==> src/rtl/buzz_seq.sv <==
// Buzzer pattern sequencer: square-wave tone gated into programmable bursts,
// with continuous, one-shot and repeating modes driving an active-low pin.
module buzz_seq #(
    parameter int TONE_W   = 16,
    parameter int DUR_W    = 8,
    parameter int NUM_W    = 4,
    parameter int TICK_DIV = 50000
) (
    input  logic              clk,
    input  logic              rst_n,
    input  logic [1:0]        sel,
    input  logic [TONE_W-1:0] tone_half,
    input  logic [DUR_W-1:0]  on_len,
    input  logic [DUR_W-1:0]  off_len,
    input  logic [DUR_W-1:0]  gap_len,
    input  logic [NUM_W-1:0]  beep_num,
    output logic              beep,
    output logic              busy,
    output logic              done
);

    localparam int PRESC_W = (TICK_DIV > 1) ? $clog2(TICK_DIV) : 1;
    localparam logic [PRESC_W-1:0] PRESC_LAST = PRESC_W'(TICK_DIV - 1);

    localparam logic [1:0] MODE_CONT    = 2'b01;
    localparam logic [1:0] MODE_ONESHOT = 2'b10;
    localparam logic [1:0] MODE_REPEAT  = 2'b11;

    typedef enum logic [2:0] {
        S_IDLE,
        S_CONT,
        S_ON,
        S_OFF,
        S_GAP
    } state_t;

    state_t              state_q, state_d;
    logic [1:0]          mode_q;
    logic [TONE_W-1:0]   tone_half_q;
    logic [DUR_W-1:0]    on_len_q, off_len_q, gap_len_q;
    logic [NUM_W-1:0]    beep_num_q;
    logic [NUM_W-1:0]    rem_q;
    logic [PRESC_W-1:0]  presc_q;
    logic [DUR_W-1:0]    dur_q;
    logic [TONE_W-1:0]   tone_q;
    logic                phase_q, phase_d;
    logic                beep_q, beep_d;
    logic                done_q;
    logic                armed_q;
    logic                complete;
    logic [1:0]          rst_sync_q;
    logic                rst_int_n;

    // Reset asserts immediately but is released two edges after rst_n rises.
    always_ff @(posedge clk or negedge rst_n) begin
        if (!rst_n) begin
            rst_sync_q <= 2'b00;
        end else begin
            rst_sync_q <= {rst_sync_q[0], 1'b1};
        end
    end
    assign rst_int_n = rst_sync_q[1];

    logic [TONE_W-1:0] tone_half_eff;
    logic [DUR_W-1:0]  on_len_eff, off_len_eff, gap_len_eff;
    logic [NUM_W-1:0]  beep_num_eff;

    assign tone_half_eff = (tone_half == '0) ? TONE_W'(1) : tone_half;
    assign on_len_eff    = (on_len    == '0) ? DUR_W'(1)  : on_len;
    assign off_len_eff   = (off_len   == '0) ? DUR_W'(1)  : off_len;
    assign gap_len_eff   = (gap_len   == '0) ? DUR_W'(1)  : gap_len;
    assign beep_num_eff  = (beep_num  == '0) ? NUM_W'(1)  : beep_num;

    logic             tick;
    logic             dur_end;
    logic             tone_end;
    logic             start;
    logic             abort;
    logic             entry;
    logic             sounding_d;
    logic             leave_idle;
    logic [DUR_W-1:0] len_cur;

    always_comb begin
        // NOTE: every always_comb output gets a default first so no latch is inferred.
        len_cur = DUR_W'(1);
        case (state_q)
            S_ON:    len_cur = on_len_q;
            S_OFF:   len_cur = off_len_q;
            S_GAP:   len_cur = gap_len_q;
            default: len_cur = DUR_W'(1);
        endcase
    end

    assign tick     = (presc_q == PRESC_LAST);
    assign dur_end  = tick && (dur_q == len_cur - DUR_W'(1));
    assign tone_end = (tone_q == tone_half_q - TONE_W'(1));
    assign start    = (state_q == S_IDLE) &&
                      ((sel == MODE_CONT) || (sel == MODE_REPEAT) ||
                       ((sel == MODE_ONESHOT) && armed_q));
    assign abort    = (state_q != S_IDLE) && (sel != mode_q);

    always_ff @(posedge clk or negedge rst_int_n) begin
        if (!rst_int_n) begin
            state_q <= S_IDLE;
        end else begin
            // NOTE: sequential state uses non-blocking assignments only.
            state_q <= state_d;
        end
    end

    always_comb begin
        state_d  = state_q;
        complete = 1'b0;
        case (state_q)
            S_IDLE: begin
                if (start) begin
                    state_d = (sel == MODE_CONT) ? S_CONT : S_ON;
                end
            end
            S_CONT: state_d = S_CONT;
            S_ON: begin
                if (dur_end) state_d = S_OFF;
            end
            S_OFF: begin
                if (dur_end) begin
                    if (rem_q > NUM_W'(1)) begin
                        state_d = S_ON;
                    end else if (mode_q == MODE_ONESHOT) begin
                        state_d  = S_IDLE;
                        complete = 1'b1;
                    end else begin
                        state_d = S_GAP;
                    end
                end
            end
            S_GAP: begin
                if (dur_end) state_d = S_ON;
            end
            default: state_d = S_IDLE;
        endcase
        if (abort) begin
            state_d  = S_IDLE;
            complete = 1'b0;
        end
    end

    always_comb begin
        busy       = (state_q != S_IDLE);
        entry      = (state_d != state_q);
        leave_idle = (state_q == S_IDLE) && (state_d != S_IDLE);
        sounding_d = (state_d == S_CONT) || (state_d == S_ON);
        phase_d    = 1'b0;
        if (sounding_d) begin
            if (entry)         phase_d = 1'b1;
            else if (tone_end) phase_d = ~phase_q;
            else               phase_d = phase_q;
        end
        beep_d = ~phase_d;
    end

    always_ff @(posedge clk or negedge rst_int_n) begin
        if (!rst_int_n) begin
            mode_q      <= 2'b00;
            tone_half_q <= '0;
            on_len_q    <= '0;
            off_len_q   <= '0;
            gap_len_q   <= '0;
            beep_num_q  <= '0;
            rem_q       <= '0;
            presc_q     <= '0;
            dur_q       <= '0;
            tone_q      <= '0;
            phase_q     <= 1'b0;
            beep_q      <= 1'b1;
            done_q      <= 1'b0;
            armed_q     <= 1'b1;
        end else begin
            if (leave_idle) begin
                mode_q      <= sel;
                tone_half_q <= tone_half_eff;
                on_len_q    <= on_len_eff;
                off_len_q   <= off_len_eff;
                gap_len_q   <= gap_len_eff;
                beep_num_q  <= beep_num_eff;
                rem_q       <= beep_num_eff;
            end else if ((state_q == S_OFF) && (state_d == S_ON)) begin
                rem_q <= rem_q - NUM_W'(1);
            end else if ((state_q == S_GAP) && (state_d == S_ON)) begin
                rem_q <= beep_num_q;
            end

            // Duration counters restart on every state entry so each state is exact.
            if (entry || (state_d == S_IDLE)) begin
                presc_q <= '0;
                dur_q   <= '0;
            end else if (tick) begin
                presc_q <= '0;
                dur_q   <= dur_q + DUR_W'(1);
            end else begin
                presc_q <= presc_q + PRESC_W'(1);
            end

            if (entry || !sounding_d || tone_end) begin
                tone_q <= '0;
            end else begin
                tone_q <= tone_q + TONE_W'(1);
            end

            phase_q <= phase_d;
            beep_q  <= beep_d;
            done_q  <= complete;

            if (sel != MODE_ONESHOT) begin
                armed_q <= 1'b1;
            end else if (start) begin
                armed_q <= 1'b0;
            end
        end
    end

    assign beep = beep_q;
    assign done = done_q;

endmodule
==> config.mk <==
export PLATFORM = sky130hd
export DESIGN_NAME = buzz_seq
export DESIGN_NICKNAME = d
export VERILOG_FILES = /design/src/rtl/buzz_seq.sv
export SDC_FILE = /design/constraint.sdc
export NUM_CORES = 1
export LEC_CHECK = 0
export ABC_AREA = 1
export CAP_MARGIN = 20
export CORE_MARGIN = 2
export CORE_UTILIZATION = 35
export CTS_BUF_LIST = sky130_fd_sc_hd__clkbuf_4 sky130_fd_sc_hd__clkbuf_8
export CTS_CLUSTER_SIZE = 8
export DETAILED_ROUTE_END_ITERATION = 8
export HOLD_SLACK_MARGIN = 0.12
export PLACE_DENSITY_LB_ADDON = 0.1
export SLEW_MARGIN = 10
export SYNTH_ARGS = -nofsm -noshare
export SYNTH_HDL_FRONTEND = slang
export SYNTH_SLANG_ARGS = --single-unit
export TNS_END_PERCENT = 1
==> constraint.sdc <==
create_clock -name clk -period 3.2 [get_ports clk]
set_input_delay 0.8 -clock clk [delete_from_list [all_inputs] [get_ports clk]]
set_output_delay 0.8 -clock clk [all_outputs]
set_load 0.05 [all_outputs]
# Word-level counts from Yosys, hierarchy flattened
# Cells that the tools add are included.
# op_classes
n_addsub	6
order_cmp	1
n_eq_ne	16
mux	33
bitwise_logic	2
reduce_logical	26
# op_table
op	n
$mux 16	4
$mux 8	5
$add 16x1->16 const B	2
$logic_not 8->1	3
$pmux 8 s3	1
$mux 3	7
$eq 16x16->1	1
$eq 16x16->1 const B	1
$logic_not 16->1	1
$mux 4	4
$sub 16x1->16 const B	1
$pmux 3 s5	1
$mux 1	10
$eq 3x2->1 const B	3
$reduce_bool 3->1	3
$add 8x1->8 const B	1
$eq 8x8->1	1
$sub 8x1->8 const B	1
$logic_and 1x1->1	7
$eq 2x2->1 const B	3
$eq 3x1->1 const B	2
$logic_not 3->1	2
$logic_or 1x1->1	6
$gt 4x1->1 const B	1
other kinds (11)	13
# totals
reg_bits	99
inputBits	48
out_inout_bits	3

# Logic depth before layout (Yosys ltp)
# Gate-level depths: netlist (run 1).
# logic_depth
word_depth	14
depth_mapped	26

# Worst setup path after synthesis (run 1)
# No wires, ideal clock.
# synth_path
path_type	reg2reg
start	register state_q[0]
end	register presc_q[14]
setup_ns	0.082
arrival_time_ns	2.923
required_time_ns	3.118
slack_ns	0.195
path_stages_with_launch	25
path_buffers	3
synth_period_minus_slack_ns	3.005
path_cell_list	dfrtp_1 > buf_6 > nor2_4 > buf_6 > nand3_2 > nand3_2 > nor2_4 > ha_1 > xnor2_1 > nor2_1 > nand3_1 > nor2_1 > nand3_1 > nor2_2 > nand2_2 > nand2_2 > nand3_4 > nand2_4 > nand2_1 > nand2_1 > nand2_2 > nor2_8 > nand2_2 > buf_4 > nor3_2
# synth_between
elab_chain_len	11
# synth_rtl
item	line	source
start: declaration	37	state_t state_q, state_d;
start signal: assignment	108	state_q <= state_d;
$eq 3x3->1 or $eq 3x2->1 (tied branches)	87, 115	
$pmux 8 s3	87	case (state_q)
$sub 8x1->8	96	assign dur_end = tick && (dur_q == len_cur - DUR_W'(1));
$eq 8x8->1	96	
$logic_and 1x1->1	96	
$mux 3 (on tied branches)	138, 123, 126	
$pmux 3 s5	115	case (state_q)
$mux 3	142	if (abort) begin
$ne 3x3->1 or $logic_not 3->1 (tied branches)	150, 194	
$logic_or 1x1->1 (*)	194	if (entry || (state_d == S_IDLE)) begin
$mux 16 (*)	194	
end signal: assignment	201	presc_q <= presc_q + PRESC_W'(1);
end: declaration	43	logic [PRESC_W-1:0] presc_q;
# Mark *: on every way between the ends. The rest lies on a longest branch, timed or not.
# A chain may end at the register's enable or synchronous reset.

# Worst setup path after layout (run 1)
# layout_path
start	register state_q[0]
end	register presc_q[15]
# The elaborated chain is that of the path after synthesis.

==> results of run 1 <==
registers in the layout, summed over array words and instances (netlist names), 4 cells and up:
signal       cells
presc_q         16
tone_half_q     16
tone_q          16
dur_q            8
gap_len_q        8
off_len_q        8
on_len_q         8
beep_num_q       4
rem_q            4
layer usage:
metal	track usage (%)	wire, um	share of wire (%)	vias up
met5	0	0	0	-
met4	6.02	273	1.8	0
met3	2.97	357	2.4	17
met2	30.2	7510	50	59
met1	22.4	7010	46	2453
li1	-	-	-	2657
per-stage QoR:
| step | instances | setup WS [ns] | setup TNS (ns) | hold slack (ns) | utilization, % |
|---|---|---|---|---|---|
| after CTS | 1085 | 0.0146 | 0 | 0.365 | 43.7 |
| final | 1091 | -0.0564 | -0.0911 | 0.360 | 45.1 |
| after floorplan | 768 | 0.195 | 0 | 0.331 | - |
| after detailed placement | 1065 | -0.160 | -4.06 | 0.340 | 42.2 |
| after global placement | 1065 | -0.0205 | -0.226 | 0.336 | 42.2 |
| after global routing | 1091 | -0.268 | -8.14 | 0.390 | 45.1 |
layout make-up:
type / instances / area, sq um / share of cell area (%)
multi-input combinational: 544 / 3130 / 41.8
tap: 220 / 275 / 3.68
clock buffer: 13 / 154 / 2.06
sequential: 99 / 2480 / 33.2
timing repair buffer: 107 / 990 / 13.2
clock inverter: 3 / 48.8 / 0.652
inverter: 105 / 399 / 5.33
synth_stat cells, types with 3 or more instances:
cell,number
a21oi_1,11
buf_4,3
buf_6,5
clkbuf_1,10
dfrtp_1,97
ha_1,7
inv_1,98
inv_2,4
nand2_1,189
nand2_2,7
nand3_1,52
nand3_2,11
nand4_1,34
nor2_1,75
nor2_2,14
nor2_4,4
nor3_1,12
nor3_2,13
nor4_1,10
o21ai_0,32
o21bai_1,4
or2_2,3
xnor2_1,16
xor2_1,34
kinds of logic after synthesis:
family	Yosys count	share of synthesized area (%)
compound gates	52	4.89
xor+xnor	50	7.35
fa+ha+maj	7	1.47
buf+inv	125	8.76
flops	99	41.6
other cells	1	0.0629
simple gates	434	35.8
timing repair:
| item | CTS | global route |
|---|---|---|
| endpoints found under the setup margin | 46 | 46 |
| pin swaps | 5 | 27 |
| gates resized for setup | 5 | 42 |
| gates cloned | 0 | 1 |
| buffers inserted | 4 | 5 |
| hold buffers | 0 | 0 |
how the worst max path moves through the flow:
stage	endpoint	slack (ns)	from
after global placement	tone_q[15]$_DFF_PN0_	-0.02	state_q[0]$_DFF_PN0_
after global routing	presc_q[15]$_DFF_PN0_	-0.27	state_q[0]$_DFF_PN0_
after detailed placement	tone_q[12]$_DFF_PN0_	-0.16	state_q[0]$_DFF_PN0_
final	presc_q[15]$_DFF_PN0_	-0.06	state_q[0]$_DFF_PN0_
after CTS	presc_q[15]$_DFF_PN0_	0.01	state_q[0]$_DFF_PN0_
after floorplan	presc_q[14]$_DFF_PN0_	0.20	state_q[0]$_DFF_PN0_
power by group through the flow:
stage | Sequential (uW) | Clock (uW) | Combinational, uW
2_1_floorplan | 1850 | 0 | 1910
3_3_place_gp | 1930 | 0 | 2660
3_5_place_dp | 1940 | 0 | 2700
4_1_cts | 1920 | 889 | 2780
5_1_grt | 1970 | 939 | 3430
6_report | 1910 | 858 | 3070
==> reports/summary.txt, run 1 <==
power share of the clock group - 14.7%
cell mode on critical path - nand2_4
worst setup margin - -0.0564 ns
startpoint types - register
die width - 134 um
full die area - 18,100 sq um
DR vias - 5,186
WL per Instance - 13.9 um
Synth top area share - 40.7%
Post-Route WL - 15.1 mm
H-tree depth - 3
layout overhead on the synthesized area - 25.6%
Layout Nets - 921
first-pass GRT wire length - 25.3 mm
CP cell instances - nor2_4 -> nand2_2 -> nand2_4 -> nor2_2 -> nor2_4 -> ha_4 -> xnor2_2 -> nor2_2 -> nand3_1 -> nor2_1 -> nand3_1 -> nor2_4 -> nand2_2 -> nand2_2 -> nand3_4 -> nand2_4 -> nand2_4 -> nand2_4 -> nand2_4 -> nor2_8 -> nand2_8 -> clkbuf_16 -> nor3_2
CTS tree - done
hpwl dp - 11.4 mm
Worst-Skew Late Latency - 0.38 ns
DIE HEIGHT - 134 um
Worst Hold Path Cells - 0
drt first pass iters - 5
Synth Instances - 768
Net Sw Frac - 43.6%
antenna fix cells - 0
Pwr Density - 781 nW/um^2
Final Hold Fails - 0
hold crit path type - register to register
failing checks - setup timing
CP bufs+invs - 1
Worst Setup Path Type - register to register
Worst EP required - 3.50 ns
top cell type by total area after synthesis - dfrtp_1
most frequent cells in the layout - 180 x nand2_1, 98 x inv_1, 95 x dfrtp_1, 64 x nor2_1, 50 x clkdlybuf4s50_1
core area - 16,600 sq um
Initial Util - 35.9%
via/cell ratio - 4.75
initial antenna violation count - 0
routability cong. - 0.898
Reg-to-Reg End - presc_q[15]$_DFF_PN0_
fin crit share - 102%
worst setup skew after layout - 0.0159 ns
Static Leakage - 0.00344 uW
reg2reg start - state_q[0]$_DFF_PN0_
Final ANT Viol Nets - 0
critical path arrival - 3.56 ns
DRT iter0 DRCs - 275
commonest non-fill, non-tap cell in the layout - nand2_1
Synth Area per Inst - 7.76 sq um
row count - 47
combinational share of power - 52.6%
R2R depth - 23
largest fanout on the critical path - 8
Total Power - 5840 uW
min cycle time layout - 3.26 ns
Hold Startpoint - rst_sync_q[0]$_DFF_PN0_
Worst setup EP type - register
RSZ-0062 raised after global routing - yes
sequential-to-total area share from yosys stat - 41.6%
clock root buffer - clkbuf_8
largest net degree at the start of global routing - 56
DRC viols - 0
CTS clk-pin slew, worst paths - 0.10 ns
outcome - complete, but fails checks
Max IR drop VDD - 0.309 mV
Mapped Area - 5960 sq um
Psw - 2540 uW
CTS Buffer Depth - 2
ys flop type - dfrtp_1
syn nets - 823
max frequency - 0.307 GHz
Post-synth EDFFs - 0
delay of the slowest cell on the worst path - 0.49 ns
Post-DP Area - 7000 sq um
Clock Sinks - 99
max_cap viols - 0
CP max-delay cell - dfrtp_2
fin area - 7480 sq um
cell internal pwr - 3300 uW
Worst Hold End - rst_sync_q[1]$_DFF_PN0_
port bufs - 50
filler instances - 1,664
Seq cells post-synth - 99
Total GRT Usage - 17.5%
Area contributors post-synth - dfrtp_1 41%, nand2_1 12%, inv_1 6.2%
vias in the first global route - 5,260
max_slew headroom - 46.7%
sequential share of power - 32.7%
post-synth cell types - 41
Post-synth ARST share - 100%
Yosys warnings - 0
Slew Limit Fails - 0
Inserted Clock Buffers - 9
Worst path top cell family by delay - simple AND/OR/NAND/NOR gates
IO Pins - 51
grt ovf - 0
Worst R2R Setup Slack - -0.06 ns
share of cells above drive strength 1 - 19.4%
Crit path depth - 23
Worst Tran Pin Value - 0.793 ns
endpoints failing setup - 5
(Power assumes the default switching activity.)
==> inputs of run 2 (changes only) <==
--- a/config.mk
+++ b/config.mk
@@ -12,6 +12,7 @@
 export CTS_BUF_LIST = sky130_fd_sc_hd__clkbuf_4 sky130_fd_sc_hd__clkbuf_8
 export CTS_CLUSTER_SIZE = 8
 export DETAILED_ROUTE_END_ITERATION = 8
+export DONT_BUFFER_PORTS = 1
 export HOLD_SLACK_MARGIN = 0.12
 export PLACE_DENSITY_LB_ADDON = 0.1
 export SLEW_MARGIN = 10
==> run 2 against run 1 <==
  * The run now ends clean
  * Setup slack improved by 0.094 ns
  * Clock skew is 0.0033 ns lower
  * Die area unchanged
  * Sequential power hardly changed
  * Cell count down 4.8%
  * Register-to-register slack better by 0.09 ns
  * Non-clock buffer count is 52 lower
  * Critical endpoint is now presc_q[6]$_DFF_PN0_
==> reports/summary.txt, run 2 (synthesis gave the netlist of run 1 again) <==
CP startpoint - state_q[1]$_DFF_PN0_
Psw - 2530 uW
Post-DP Area - 6470 sq um
max frequency - 0.316 GHz
worst setup margin - 0.0372 ns
share of cells above drive strength 1 - 20.8%
CTS clk-pin slew, worst paths - 0.10 ns
TNS Setup - 0 ns
Max IR drop VDD - 0.284 mV
combinational share of power - 51.2%
Total GRT Usage - 17.1%
RSZ-0062 raised after global routing - yes
Worst R2R Setup Slack - 0.04 ns
initial antenna violation count - 0
hpwl dp - 11.2 mm
outcome - completed
Worst setup EP type - register
largest net degree at the start of global routing - 83
worst slack, placed - -0.113 ns
die width - 134 um
DR vias - 5,051
DRT iter0 DRCs - 223
startpoint types - register
Reg-to-Reg End - presc_q[6]$_DFF_PN0_
IO Pins - 51
reg2reg start - state_q[1]$_DFF_PN0_
Total Power - 5730 uW
power share of the clock group - 15.2%
grt ovf - 0
Post-Route WL - 15.0 mm
Pwr Density - 815 nW/um^2
endpoints failing setup - 0
max_slew headroom - 48.8%
sequential share of power - 33.5%
vias in the first global route - 5,057
layout overhead on the synthesized area - 18.0%
row count - 47
critical path arrival - 3.47 ns
worst setup skew after layout - 0.0126 ns
via/cell ratio - 4.86
largest fanout on the critical path - 8
most frequent cells in the layout - 180 x nand2_1, 97 x inv_1, 94 x dfrtp_1, 62 x nor2_1
port bufs - 0
first-pass GRT wire length - 24.4 mm
cell internal pwr - 3200 uW
Clock Sinks - 99
fin crit share - 98.8%
Initial Util - 35.9%
DIE HEIGHT - 134 um
Inserted Clock Buffers - 9
Worst EP required - 3.51 ns
Slew Limit Fails - 0
hold crit path type - register to asynchronous set/reset pin
Net Sw Frac - 44.2%
routability cong. - 0.864
R2R depth - 22
Worst-Skew Late Latency - 0.38 ns
Worst Setup Path Type - register to register
Top Registers - presc_q x16, tone_half_q x16, tone_q x16
clock root buffer - clkbuf_8
DRC viols - 0
fin area - 7030 sq um
Final Hold Fails - 0
drt first pass iters - 5
Static Leakage - 0.00324 uW
Final ANT Viol Nets - 0
commonest non-fill, non-tap cell in the layout - nand2_1
CTS Buffer Depth - 2
antenna fix cells - 0
min cycle time layout - 3.16 ns
WL per Instance - 14.5 um
full die area - 18,100 sq um
Worst Tran Pin Value - 0.761 ns
core area - 16,600 sq um
max_cap viols - 0
CTS tree - done
Layout Nets - 869
H-tree depth - 3
run 2: per-layer routing:
layer | GRT usage, % | share of wire, % | vias to the layer above
met5 | 0 | 0 | -
met4 | 5.79 | 2.1 | 0
met3 | 2.78 | 2.6 | 17
met2 | 29.9 | 50 | 71
met1 | 21.6 | 46 | 2417
li1 | - | - | 2546
run 2: layout make-up:
type                            instances  area [sq um]
Fill cell                            1755          9550
Multi-Input combinational cell        544          3160
Sequential cell                        99          2490
Timing Repair Buffer                   55           502
Inverter                              105           399
Tap cell                              220           275
Clock buffer                           12           153
Clock inverter                          4          52.6
run 2: worst max path at each step:
stage	end	cells after the start
2_1_floorplan	presc_q[14]$_DFF_PN0_	24
4_1_cts	presc_q[1]$_DFF_PN0_	22
5_1_grt	presc_q[8]$_DFF_PN0_	23
6_report	presc_q[6]$_DFF_PN0_	22
3_5_place_dp	tone_q[3]$_DFF_PN0_	21
3_3_place_gp	tone_q[15]$_DFF_PN0_	21
run 2: worst max-delay path: stages, from the launching register on:
cell,delay [ns]
dfrtp_2,0.48
buf_12,0.15
nand4_1,0.11
nand3_2,0.11
nor2_4,0.15
ha_4,0.14
nand4_1,0.16
nor2_2,0.19
nand3_1,0.11
nand3_2,0.11
nand2_2,0.06
nor2_4,0.15
nand2_2,0.09
nand2_2,0.08
nand3_4,0.10
nand2_4,0.10
nand2_4,0.07
nand2_4,0.08
nand2_4,0.06
nor2_8,0.19
nand2_8,0.09
clkbuf_16,0.18
nor3_2,0.10
run 2: power by group through the flow:
| stage | clock network, uW | registers (uW) | logic (uW) |
|---|---|---|---|
| floorplan | 0 | 1850 | 1910 |
| global placement | 0 | 1970 | 2500 |
| detailed placement | 0 | 1970 | 2510 |
| CTS | 913 | 1940 | 2600 |
| global route | 952 | 1970 | 3290 |
| finish | 873 | 1920 | 2940 |
run 2: repair_timing:
action	CTS	global route
cloned	0	1
hold endpoints to repair	2	0
setup endpoints to repair	37	46
resized for setup	7	45
pin swaps	9	26
hold buffers	1	0
setup buffers	2	6
run 2: through the flow:
stage | instances | util, % | hold slack [ns]
floorplan | 768 | - | 0.331
global placement | 1012 | 39.0 | 0.337
detailed placement | 1012 | 39.0 | 0.336
CTS | 1031 | 40.6 | 0.358
global route | 1039 | 42.4 | 0.331
finish | 1039 | 42.4 | 0.287
